`src/rtl/l2_wb_pkg.sv`:
```
`default_nettype none
// ============================================================================
// Module   : l2_wb_pkg
// Purpose  : Shared widths, entry record and FSM encoding for the L2
//            write-back (victim) buffer.
// Revision : 1.0 - initial release
// ============================================================================
package l2_wb_pkg;

    localparam int LINE_W      = 256;
    localparam int OFFSET_W    = 5;
    localparam int LINE_ADDR_W = 27;
    localparam int ADDR_W      = LINE_ADDR_W + OFFSET_W;

    typedef struct packed {
        logic                   valid;
        logic [LINE_ADDR_W-1:0] line_addr;
        logic [LINE_W-1:0]      data;
    } wb_entry_t;

    typedef enum logic [1:0] {
        IDLE  = 2'd0,
        READ  = 2'd1,
        DRAIN = 2'd2,
        RESP  = 2'd3
    } wb_state_t;

endpackage : l2_wb_pkg
`default_nettype wire

```
`src/rtl/l2_writeback_buffer_if.sv`:
```
`default_nettype none
// ============================================================================
// Module   : l2_writeback_buffer_if
// Purpose  : Line-granular read/write/resp bus used both between L2 and the
//            buffer and between the buffer and physical memory.
// Revision : 1.0 - initial release
// ============================================================================
interface l2_writeback_buffer_if;
    import l2_wb_pkg::*;

    logic [ADDR_W-1:0] address;
    logic              read;
    logic              write;
    logic [LINE_W-1:0] wdata;
    logic [LINE_W-1:0] rdata;
    logic              resp;

    modport master (
        output address, read, write, wdata,
        input  rdata, resp
    );

    modport slave (
        input  address, read, write, wdata,
        output rdata, resp
    );

endinterface : l2_writeback_buffer_if
`default_nettype wire

```
`src/rtl/l2_wb_store.sv`:
```
`default_nettype none
// ============================================================================
// Module   : l2_wb_store
// Purpose  : Circular entry array of evicted lines with address match,
//            push at tail, in-place overwrite of the hit entry and pop at head.
// Revision : 1.0 - initial release
// ============================================================================
module l2_wb_store
    import l2_wb_pkg::*;
#(
    parameter  int DEPTH = 2,
    localparam int IDX_W = (DEPTH > 1) ? $clog2(DEPTH) : 1,
    localparam int CNT_W = $clog2(DEPTH + 1)
) (
    input  logic                   clk,
    input  logic                   rst_n,
    input  logic [LINE_ADDR_W-1:0] i_lookup_addr,
    input  logic [LINE_W-1:0]      i_wr_data,
    input  logic                   i_push,
    input  logic                   i_overwrite,
    input  logic                   i_pop,
    output logic                   o_hit,
    output logic [LINE_W-1:0]      o_hit_data,
    output logic                   o_full,
    output logic [CNT_W-1:0]       o_count,
    output logic [LINE_ADDR_W-1:0] o_head_addr,
    output logic [LINE_W-1:0]      o_head_data
);

    wb_entry_t              r_entries [DEPTH];
    logic [IDX_W-1:0]       r_head;
    logic [IDX_W-1:0]       r_tail;
    logic [CNT_W-1:0]       r_count;
    logic [DEPTH-1:0]       w_match;
    logic [IDX_W-1:0]       w_hit_idx;
    wb_entry_t              w_push_entry;

    // Pointers wrap explicitly so DEPTH need not be a power of two.
    function automatic logic [IDX_W-1:0] f_next(input logic [IDX_W-1:0] ptr);
        return (ptr == IDX_W'(DEPTH - 1)) ? '0 : ptr + 1'b1;
    endfunction

    genvar gi;
    for (gi = 0; gi < DEPTH; gi++) begin : g_match
        assign w_match[gi] = r_entries[gi].valid &&
                             (r_entries[gi].line_addr == i_lookup_addr);
    end

    // Coalescing keeps at most one match, so a plain scan is sufficient.
    always_comb begin
        o_hit     = 1'b0;
        w_hit_idx = '0;
        for (int i = 0; i < DEPTH; i++) begin
            if (w_match[i]) begin
                o_hit     = 1'b1;
                w_hit_idx = IDX_W'(i);
            end
        end
    end

    always_comb begin
        w_push_entry.valid     = 1'b1;
        w_push_entry.line_addr = i_lookup_addr;
        w_push_entry.data      = i_wr_data;
    end

    always_ff @(posedge clk or negedge rst_n) begin
        if (!rst_n) begin
            for (int i = 0; i < DEPTH; i++) begin
                r_entries[i] <= '0;
            end
            r_head  <= '0;
            r_tail  <= '0;
            r_count <= '0;
        end else begin
            if (i_push) begin
                r_entries[r_tail] <= w_push_entry;
                r_tail            <= f_next(r_tail);
            end
            if (i_overwrite) begin
                r_entries[w_hit_idx].data <= i_wr_data;
            end
            if (i_pop) begin
                r_entries[r_head].valid <= 1'b0;
                r_head                  <= f_next(r_head);
            end
            case ({i_push, i_pop})
                2'b10:   r_count <= r_count + 1'b1;
                2'b01:   r_count <= r_count - 1'b1;
                default: r_count <= r_count;
            endcase
        end
    end

    assign o_hit_data  = r_entries[w_hit_idx].data;
    assign o_full      = (r_count == CNT_W'(DEPTH));
    assign o_count     = r_count;
    assign o_head_addr = r_entries[r_head].line_addr;
    assign o_head_data = r_entries[r_head].data;

endmodule : l2_wb_store
`default_nettype wire

```
`src/rtl/l2_writeback_buffer.sv`:
```
`default_nettype none
// ============================================================================
// Module   : l2_writeback_buffer
// Purpose  : Victim buffer between L2 and physical memory: fast eviction
//            acknowledge, background drain, read forwarding from pending lines.
// Revision : 1.0 - initial release
// ============================================================================
module l2_writeback_buffer
    import l2_wb_pkg::*;
#(
    parameter int DEPTH = 2
) (
    input  logic                  clk,
    input  logic                  rst_n,
    l2_writeback_buffer_if.slave  l2,
    l2_writeback_buffer_if.master pmem
);

    localparam int CNT_W = $clog2(DEPTH + 1);

    wb_state_t              r_state;
    wb_state_t              w_state_next;
    logic [LINE_W-1:0]      r_rdata;
    logic [ADDR_W-1:0]      r_pmem_address;
    logic [LINE_W-1:0]      r_pmem_wdata;

    logic [LINE_ADDR_W-1:0] w_line_addr;
    logic                   w_unused_offset;
    logic                   w_hit;
    logic [LINE_W-1:0]      w_hit_data;
    logic                   w_full;
    logic [CNT_W-1:0]       w_count;
    logic [LINE_ADDR_W-1:0] w_head_addr;
    logic [LINE_W-1:0]      w_head_data;

    logic                   w_push;
    logic                   w_overwrite;
    logic                   w_pop;
    logic                   w_load_hit;
    logic                   w_load_mem;
    logic                   w_issue_read;
    logic                   w_issue_drain;

    assign w_line_addr     = l2.address[ADDR_W-1:OFFSET_W];
    assign w_unused_offset = ^l2.address[OFFSET_W-1:0];

    l2_wb_store #(
        .DEPTH (DEPTH)
    ) u_store (
        .clk           (clk),
        .rst_n         (rst_n),
        .i_lookup_addr (w_line_addr),
        .i_wr_data     (l2.wdata),
        .i_push        (w_push),
        .i_overwrite   (w_overwrite),
        .i_pop         (w_pop),
        .o_hit         (w_hit),
        .o_hit_data    (w_hit_data),
        .o_full        (w_full),
        .o_count       (w_count),
        .o_head_addr   (w_head_addr),
        .o_head_data   (w_head_data)
    );

    always_ff @(posedge clk or negedge rst_n) begin
        if (!rst_n) begin
            r_state <= IDLE;
        end else begin
            r_state <= w_state_next;
        end
    end

    // Requests are only acted on in IDLE, so an ongoing drain always completes.
    always_comb begin
        w_state_next  = r_state;
        w_push        = 1'b0;
        w_overwrite   = 1'b0;
        w_pop         = 1'b0;
        w_load_hit    = 1'b0;
        w_load_mem    = 1'b0;
        w_issue_read  = 1'b0;
        w_issue_drain = 1'b0;
        case (r_state)
            IDLE: begin
                if (l2.read) begin
                    if (w_hit) begin
                        w_load_hit   = 1'b1;
                        w_state_next = RESP;
                    end else begin
                        w_issue_read = 1'b1;
                        w_state_next = READ;
                    end
                end else if (l2.write) begin
                    if (w_hit) begin
                        w_overwrite  = 1'b1;
                        w_state_next = RESP;
                    end else if (!w_full) begin
                        w_push       = 1'b1;
                        w_state_next = RESP;
                    end else begin
                        // Full: free the head slot, then retry the write.
                        w_issue_drain = 1'b1;
                        w_state_next  = DRAIN;
                    end
                end else if (w_count != '0) begin
                    w_issue_drain = 1'b1;
                    w_state_next  = DRAIN;
                end
            end
            READ: begin
                if (pmem.resp) begin
                    w_load_mem   = 1'b1;
                    w_state_next = RESP;
                end
            end
            DRAIN: begin
                if (pmem.resp) begin
                    w_pop        = 1'b1;
                    w_state_next = IDLE;
                end
            end
            RESP: begin
                w_state_next = IDLE;
            end
            default: begin
                w_state_next = IDLE;
            end
        endcase
    end

    // Memory-side address/data are captured on entry so outputs never see l2_*.
    always_ff @(posedge clk or negedge rst_n) begin
        if (!rst_n) begin
            r_rdata        <= '0;
            r_pmem_address <= '0;
            r_pmem_wdata   <= '0;
        end else begin
            if (w_load_hit) begin
                r_rdata <= w_hit_data;
            end else if (w_load_mem) begin
                r_rdata <= pmem.rdata;
            end
            if (w_issue_read) begin
                r_pmem_address <= {w_line_addr, {OFFSET_W{1'b0}}};
            end else if (w_issue_drain) begin
                r_pmem_address <= {w_head_addr, {OFFSET_W{1'b0}}};
                r_pmem_wdata   <= w_head_data;
            end
        end
    end

    assign l2.rdata     = r_rdata;
    assign l2.resp      = (r_state == RESP);
    assign pmem.address = r_pmem_address;
    assign pmem.read    = (r_state == READ);
    assign pmem.write   = (r_state == DRAIN);
    assign pmem.wdata   = r_pmem_wdata;

endmodule : l2_writeback_buffer
`default_nettype wire

```
`src/flat_wrapper.sv`:
```
// flat-port wrapper written by rule: the top's interface ports become plain ports
module l2_writeback_buffer_flat import l2_wb_pkg::*;
#(
    parameter int DEPTH = 2
)
  (clk, rst_n, l2_address, l2_read, l2_write, l2_wdata, l2_rdata, l2_resp, pmem_address, pmem_read, pmem_write, pmem_wdata, pmem_rdata, pmem_resp);
  l2_writeback_buffer_if l2_i ();
  l2_writeback_buffer_if pmem_i ();
  input  logic clk;
  input  logic rst_n;
  input wire logic [$bits(l2_i.address)-1:0] l2_address;
  input wire logic [$bits(l2_i.read)-1:0] l2_read;
  input wire logic [$bits(l2_i.write)-1:0] l2_write;
  input wire logic [$bits(l2_i.wdata)-1:0] l2_wdata;
  output wire logic [$bits(l2_i.rdata)-1:0] l2_rdata;
  output wire logic [$bits(l2_i.resp)-1:0] l2_resp;
  output wire logic [$bits(pmem_i.address)-1:0] pmem_address;
  output wire logic [$bits(pmem_i.read)-1:0] pmem_read;
  output wire logic [$bits(pmem_i.write)-1:0] pmem_write;
  output wire logic [$bits(pmem_i.wdata)-1:0] pmem_wdata;
  input wire logic [$bits(pmem_i.rdata)-1:0] pmem_rdata;
  input wire logic [$bits(pmem_i.resp)-1:0] pmem_resp;
  assign l2_i.address = l2_address;
  assign l2_i.read = l2_read;
  assign l2_i.write = l2_write;
  assign l2_i.wdata = l2_wdata;
  assign l2_rdata = l2_i.rdata;
  assign l2_resp = l2_i.resp;
  assign pmem_address = pmem_i.address;
  assign pmem_read = pmem_i.read;
  assign pmem_write = pmem_i.write;
  assign pmem_wdata = pmem_i.wdata;
  assign pmem_i.rdata = pmem_rdata;
  assign pmem_i.resp = pmem_resp;
  l2_writeback_buffer #(.DEPTH(DEPTH)) u_core (.clk(clk), .rst_n(rst_n), .l2(l2_i), .pmem(pmem_i));
endmodule
```
`config.mk`:
```
export PLATFORM = sky130hd
export DESIGN_NAME = l2_writeback_buffer_flat
export DESIGN_NICKNAME = d
export VERILOG_FILES = /design/src/rtl/l2_wb_pkg.sv /design/src/rtl/l2_writeback_buffer_if.sv /design/src/rtl/l2_wb_store.sv /design/src/rtl/l2_writeback_buffer.sv /design/src/flat_wrapper.sv
export SDC_FILE = /design/constraint.sdc
export NUM_CORES = 2
export LEC_CHECK = 0
export CAP_MARGIN = 5
export CORE_AREA = 2 2 430 432
export DETAILED_ROUTE_END_ITERATION = 16
export DIE_AREA = 0 0 432 434
export PLACE_DENSITY = 0.47
export SETUP_SLACK_MARGIN = 0.05
export SLEW_MARGIN = 25
export SYNTH_ARGS = -nofsm -noshare
export SYNTH_HDL_FRONTEND = slang
export SYNTH_SLANG_ARGS = --single-unit
```
`constraint.sdc`:
```
create_clock -name clk -period 5.59 [get_ports clk]
set_clock_uncertainty 0.15 [all_clocks]
set_input_delay 0.8385 -clock clk [delete_from_list [all_inputs] [get_ports clk]]
set_output_delay 0.8385 -clock clk [all_outputs]
set_load 0.02 [all_outputs]
```
# After elaboration in Yosys (flattened, before gate mapping)
# Cells that the tools add are included.
# totals
ff_bits	1118
in_bits	549
output_inout_bits	547
word_cells	110
# classes
addsub	4
magnitude_cmp	6
eq_ne	11
muxes	60
bitwise_logic	4
reduce_logical	12
# ops
cell	count
568-bit bitwise mux	3
568-bit two-way mux	3
256-bit two-way mux	6
284-bit demux with 1-bit select	3
283-bit two-way mux	3
284-bit two-way mux	2
32-bit two-way mux	2
27-bit == test	2
1-bit two-way mux	29
2-bit two-way mux	7
2-bit == test, second input constant	4
2-bit one-hot mux with 4 select lines	1
2-bit nonzero test	4
2-bit greater-or-equal comparator, second input constant	3
2-bit by 1-bit less-than comparator with 1-bit output, second input constant	3
1-bit NOT with 2-bit output	3
1-bit logical AND	5
2-bit by 1-bit == test with 1-bit output, second input constant	2
2-bit by 1-bit inequality test with 1-bit output, second input constant	2
4-bit by 3-bit inequality test with 1-bit output, second input constant	1
2-bit one-hot mux with 2 select lines	1
3-bit AND reduction	1
1-bit adder, second input constant	2
2-bit by 1-bit adder with 2-bit output, second input constant	1
4 further kinds	4

# Longest topological paths before layout
# depth
ltp_word	13
ltp_mapped	10
mapped_depth_nobuf	9

# Cells and area by module
# A second synthesis with hierarchy kept.
# unflattened
cells_unflattened	4320
hier_area_um2	51151.6
# modules_own_cells
module	n_inst	cells_per_inst	area_each_um2	seq_area_each_um2
l2_wb_store	1	1951	28159.5	14313.7
l2_writeback_buffer	1	2369	22992.1	13538.0

# Least setup slack after synthesis
# No wires, ideal clock.
# synth_path
kind	input port to flip-flop
from	input port l2_address[23]
to	register u_core.u_store.r_entries[0] in the netlist's numbering
setup_time_ps	127
t_arrival_ps	2876
required_ps	5313
path_slack_ps	2436
stages	9
path_buffers	3
cell_sequence	xor2_1 -> or4_1 -> nor4_1 -> nand4_1 -> buf_2 -> o21bai_4 -> buf_6 -> buf_6 -> mux2_1
# synth_via
elab_chain_cells	13
word_cells_on_any_way	26
classes_between	order compare (2); eq/ne (2); mux (18); bitwise (1); reduce/logical (3)
# synth_lines
item	line_no	rtl
start, declared	flat_wrapper.sv:11	input wire logic [$bits(l2_i.address)-1:0] l2_address;
27-bit == test	l2_wb_store.sv:46	(r_entries[gi].line_addr == i_lookup_addr);
1-bit logical AND	l2_wb_store.sv:45	assign w_match[gi] = r_entries[gi].valid &&
1-bit two-way mux (2 in series)	l2_wb_store.sv:54	if (w_match[i]) begin
1-bit two-way mux	l2_writeback_buffer.sv:94	if (w_hit) begin
1-bit two-way mux	l2_writeback_buffer.sv:93	end else if (l2.write) begin
1-bit two-way mux	l2_writeback_buffer.sv:85	if (l2.read) begin
1-bit two-way mux	l2_writeback_buffer.sv:83	case (r_state)
568-bit two-way mux	l2_wb_store.sv:76	if (i_push) begin
568-bit bitwise mux	l2_wb_store.sv:81	r_entries[w_hit_idx].data <= i_wr_data;
568-bit two-way mux *	l2_wb_store.sv:80	if (i_overwrite) begin
568-bit bitwise mux	l2_wb_store.sv:84	r_entries[r_head].valid <= 1'b0;
568-bit two-way mux *	l2_wb_store.sv:83	if (i_pop) begin
end signal, assigned by index	l2_wb_store.sv:77	r_entries[r_tail] <= w_push_entry;
end, declared	l2_wb_store.sv:30	wb_entry_t r_entries [DEPTH];
# Mark *: on every way between the ends. The rest lies on a longest branch, timed or not.
# A chain may end at the register's enable or synchronous reset.

# Worst setup path after layout
# layout_path
from	input port l2_address[23]
to	register u_core.u_store.r_entries[30] in the netlist's numbering
# Same word-level chain as after synthesis.

==> flow_summary_export.csv <==
group,metric,value,unit
timing,setup_tns,0,ps
pwr,p_int,0.02596,W
drt,dr.pass1.iters,7,
cells_and_area,postLayoutCellArea,68180,µm²
cts,h-tree-depth,4,
synthesis,synth_top_family_by_area,"multiplexers",
synthesis,synthAdderAreaFrac,0.0002482,
timing,period_needed,4193,ps
synthesis,synth-xor-area-share,0.01025,
synthesis,synth-seq-cells,1113,
placed_design,gp_congestion,0.8117,
pwr,p_comb_frac,0.437,
die,start_util,0.2763,
cts,clockBufferDepth,3,
synthesis,synth-compound-area-share,0.08532,
worst_setup_path,cp-start-kind,"input pin",
drt,drt_iter0_drc,1640,
timing,hold_viol_final,0,
worst_setup_path,endpoint,"u_core.u_store.r_entries[30]",
synthesis,synthSimpleGateAreaFrac,0.03010,
synthesis,synth_area,50420,µm²
die,coreArea,182500,µm²
cts,postCtsSetupBuffers,0,
cts,cts_hold_buf,1,
worst_setup_path,rrSetupSlack,1640,ps
cts,ctsResizeCount,0,
worst_setup_path,reg2reg_depth,7,
global_routing,grt_max_degree,151,
timing,layout_setup_ws,1397,ps
global_routing,first_global_vias,37440,
worst_setup_path,cp.required,6090,ps
worst_setup_path,worstReg2RegEnd,"u_core.u_store.r_entries[30]",
drt,totalWireLength,187300,µm
pwr,switching_power,0.01590,W
drt,vias_per_cell,4.804,
drt,drtAntennaViolNets,0,
synthesis,yosysTopAreaCellShare,0.5524,
min_path,hp-start,"u_core.u_store.r_entries[116]",
synthesis,synth-async-reset-ratio,1.000,
cts,cts_made_buffers,138,
drt,drc,0,
global_routing,grt_pass1_wl,267900,µm
die,dieArea,187500,µm²
drt,vias,36130,
worst_setup_path,end_kind,"flop",
cells_and_area,nNetsFinal,5575,
die,rows,157,
pwr,swShare,0.3798,
timing,fmax,238.5,MHz
worst_setup_path,crit_start,"l2_address[23]",
global_routing,grt_overflow,0,
timing,slew_viol_final,0,
synthesis,avgSynthCellArea,12.52,µm²
pwr,vdd_drop_max,0.3254,mV
worst_setup_path,crit_fanout,88,
synthesis,ys.flop_type,"dfrtp_1",
synthesis,synth_edf_count,0,
synthesis,syn_inst,4027,
pwr,leakage,29.61,nW
die,io_pins,1096,
cts,clockRootBuffer,"clkbuf_16",
worst_setup_path,crit_arrival,4690,ps
synthesis,ys_types,40,
timing,hold_slack,356.6,ps
pwr,cellPowerDensity,614.0,nW/µm²
cells_and_area,fin_util,0.3736,
timing,post-route-period-util,0.7500,
placed_design,place_area,63800,µm²
cts,clkTransAtPathRegs,50,ps
synthesis,yosys_warnings,0,
drt,wl_per_cell,24.90,µm
timing,tightest_slew,1237,ps
run_status,outcome,"complete, no violations",
synthesis,synth.mux.area_fraction,0.2913,
cells_and_area,final_layout_size_suffix_gt1_frac,0.1732,
run,cap_violations,0,
min_path,whs_path_depth,1,
global_routing,antenna_found_initial,53,
global_routing,grt_usage,0.1931,
cts,clk_latency,780,ps
min_path,hold_class,"flop to flop",
placed_design,pre_cts_slack,576.0,ps
synthesis,synth.area.top_cells,"dfrtp_1 55%, mux2_2 14%, mux2i_1 10%",
timing,relSlewSlack,0.1756,
pwr,clkPwrFrac,0.207,
cts,cts_tree,"built",
placed_design,port_buffers,1085,
die,die_w,432,µm
pwr,p_seq_frac,0.357,
worst_setup_path,worstSetupPathType,"input pin to flop",
timing,setup_viol,0,
synthesis,synth_top_cell_by_area,"dfrtp_1",
timing,rsz0062_at_grt,"false",
cells_and_area,area_delta_synth_final,35.23,%
cts,clock_sinks,1113,
synthesis,ys_seq_area_frac,0.5524,
die,die_h,434,µm
placed_design,hpwl,127800,µm
-- logic make-up after synthesis --
family | count (synthesis)
xor gates and xnor gates | 59
adders and majority gates | 1
muxes | 1361
other | 1
AOI/OAI and AO/OA | 831
and+or+nand+nor | 349
DFF | 1113
buffers and inverters | 312
-- layout make-up --
cell class	count	area, µm²
Multi-Input combinational cell	2606	21100
Antenna cell	22	55.05
Fill cell	17920	114300
Tap cell	2385	2984
Sequential cell	1113	27860
Clock buffer	210	4080
Timing Repair Buffer	1164	11890
Inverter	2	7.507
Clock inverter	19	207.7
-- flip-flops by register name (all words and copies together), names as in the netlist, named ones only --
| register | flops |
|---|---|
| u_core.r_state | 2 |
| u_core.u_store.r_entries | 514 |
| u_core.u_store.r_tail | 1 |
| u_core.pmem.address | 27 |
| u_core.u_store.r_head | 1 |
| u_core.u_store.o_count | 2 |
| u_core.pmem.wdata | 256 |
| u_core.l2.rdata | 256 |
-- cell usage after synthesis, types with 5 or more instances --
| cell | number |
|---|---|
| mux2i_1 | 512 |
| nor3_1 | 5 |
| nand2b_1 | 27 |
| dfrtp_1 | 1113 |
| nand4_1 | 12 |
| mux2_1 | 240 |
| buf_4 | 7 |
| nor4_1 | 14 |
| buf_6 | 27 |
| clkbuf_1 | 159 |
| nor2_1 | 266 |
| buf_2 | 102 |
| a32oi_1 | 27 |
| nand2_1 | 6 |
| xnor2_1 | 28 |
| a21oi_1 | 769 |
| xor2_1 | 31 |
| buf_1 | 15 |
| mux2_2 | 609 |
| o21ai_0 | 27 |
-- critical path, cell delays in order --
cell	delay (ps)
clkdlybuf4s50_1	550
xor2_1	220
or4_1	560
nor4_1	330
nand4_1	380
o21bai_4	750
buf_12	520
mux2_1	380
-- layout by cell type, fill, tap and decap left out, types with 42 or more instances in the layout --
cell	synthesis	final
a21oi_1	769	769
clkbuf_16	0	143
buf_4	7	44
dfrtp_1	1113	1112
mux2_2	609	609
nor2_1	266	266
clkbuf_1	159	42
mux2_1	240	240
clkdlybuf4s50_1	0	1084
mux2i_1	512	512
-- through the flow --
step,total power (W),std cells
after CTS,0.04246,7498
final,0.04186,7521
after global routing,0.04437,7519
after detailed placement,0.03353,7268
after global placement,0.03334,7268
after floorplan,0.02484,4031
-- how the worst min path moves through the flow --
stage,endpoint,slack (ps)
global placement,u_core.u_store.r_entries[170],340
global route,u_core.u_store.r_entries[84],370
finish,u_core.u_store.r_entries[116],360
floorplan,u_core.u_store.o_count[1],330
CTS,u_core.u_store.r_entries[32],360
detailed placement,u_core.u_store.r_entries[32],350
-- power groups by stage --
| stage | combinational [W] | clock, W | sequential [W] |
|---|---|---|---|
| after global routing | 0.0196 | 0.00926 | 0.0155 |
| after floorplan | 0.00804 | 0 | 0.0168 |
| after CTS | 0.0185 | 0.00893 | 0.0150 |
| final | 0.0183 | 0.00865 | 0.0149 |
| after detailed placement | 0.0184 | 0 | 0.0151 |
| after global placement | 0.0184 | 0 | 0.0150 |
-- layer usage --
layer  up-vias  wire length, µm  GRT usage
li1      16460                -          -
met2       857            93430     0.3262
met5         -              220          0
met1     18520            78090     0.2391
met3       263            10340    0.04877
met4        36             5173    0.06598
No activity file was read; power rests on OpenSTA's default activity.
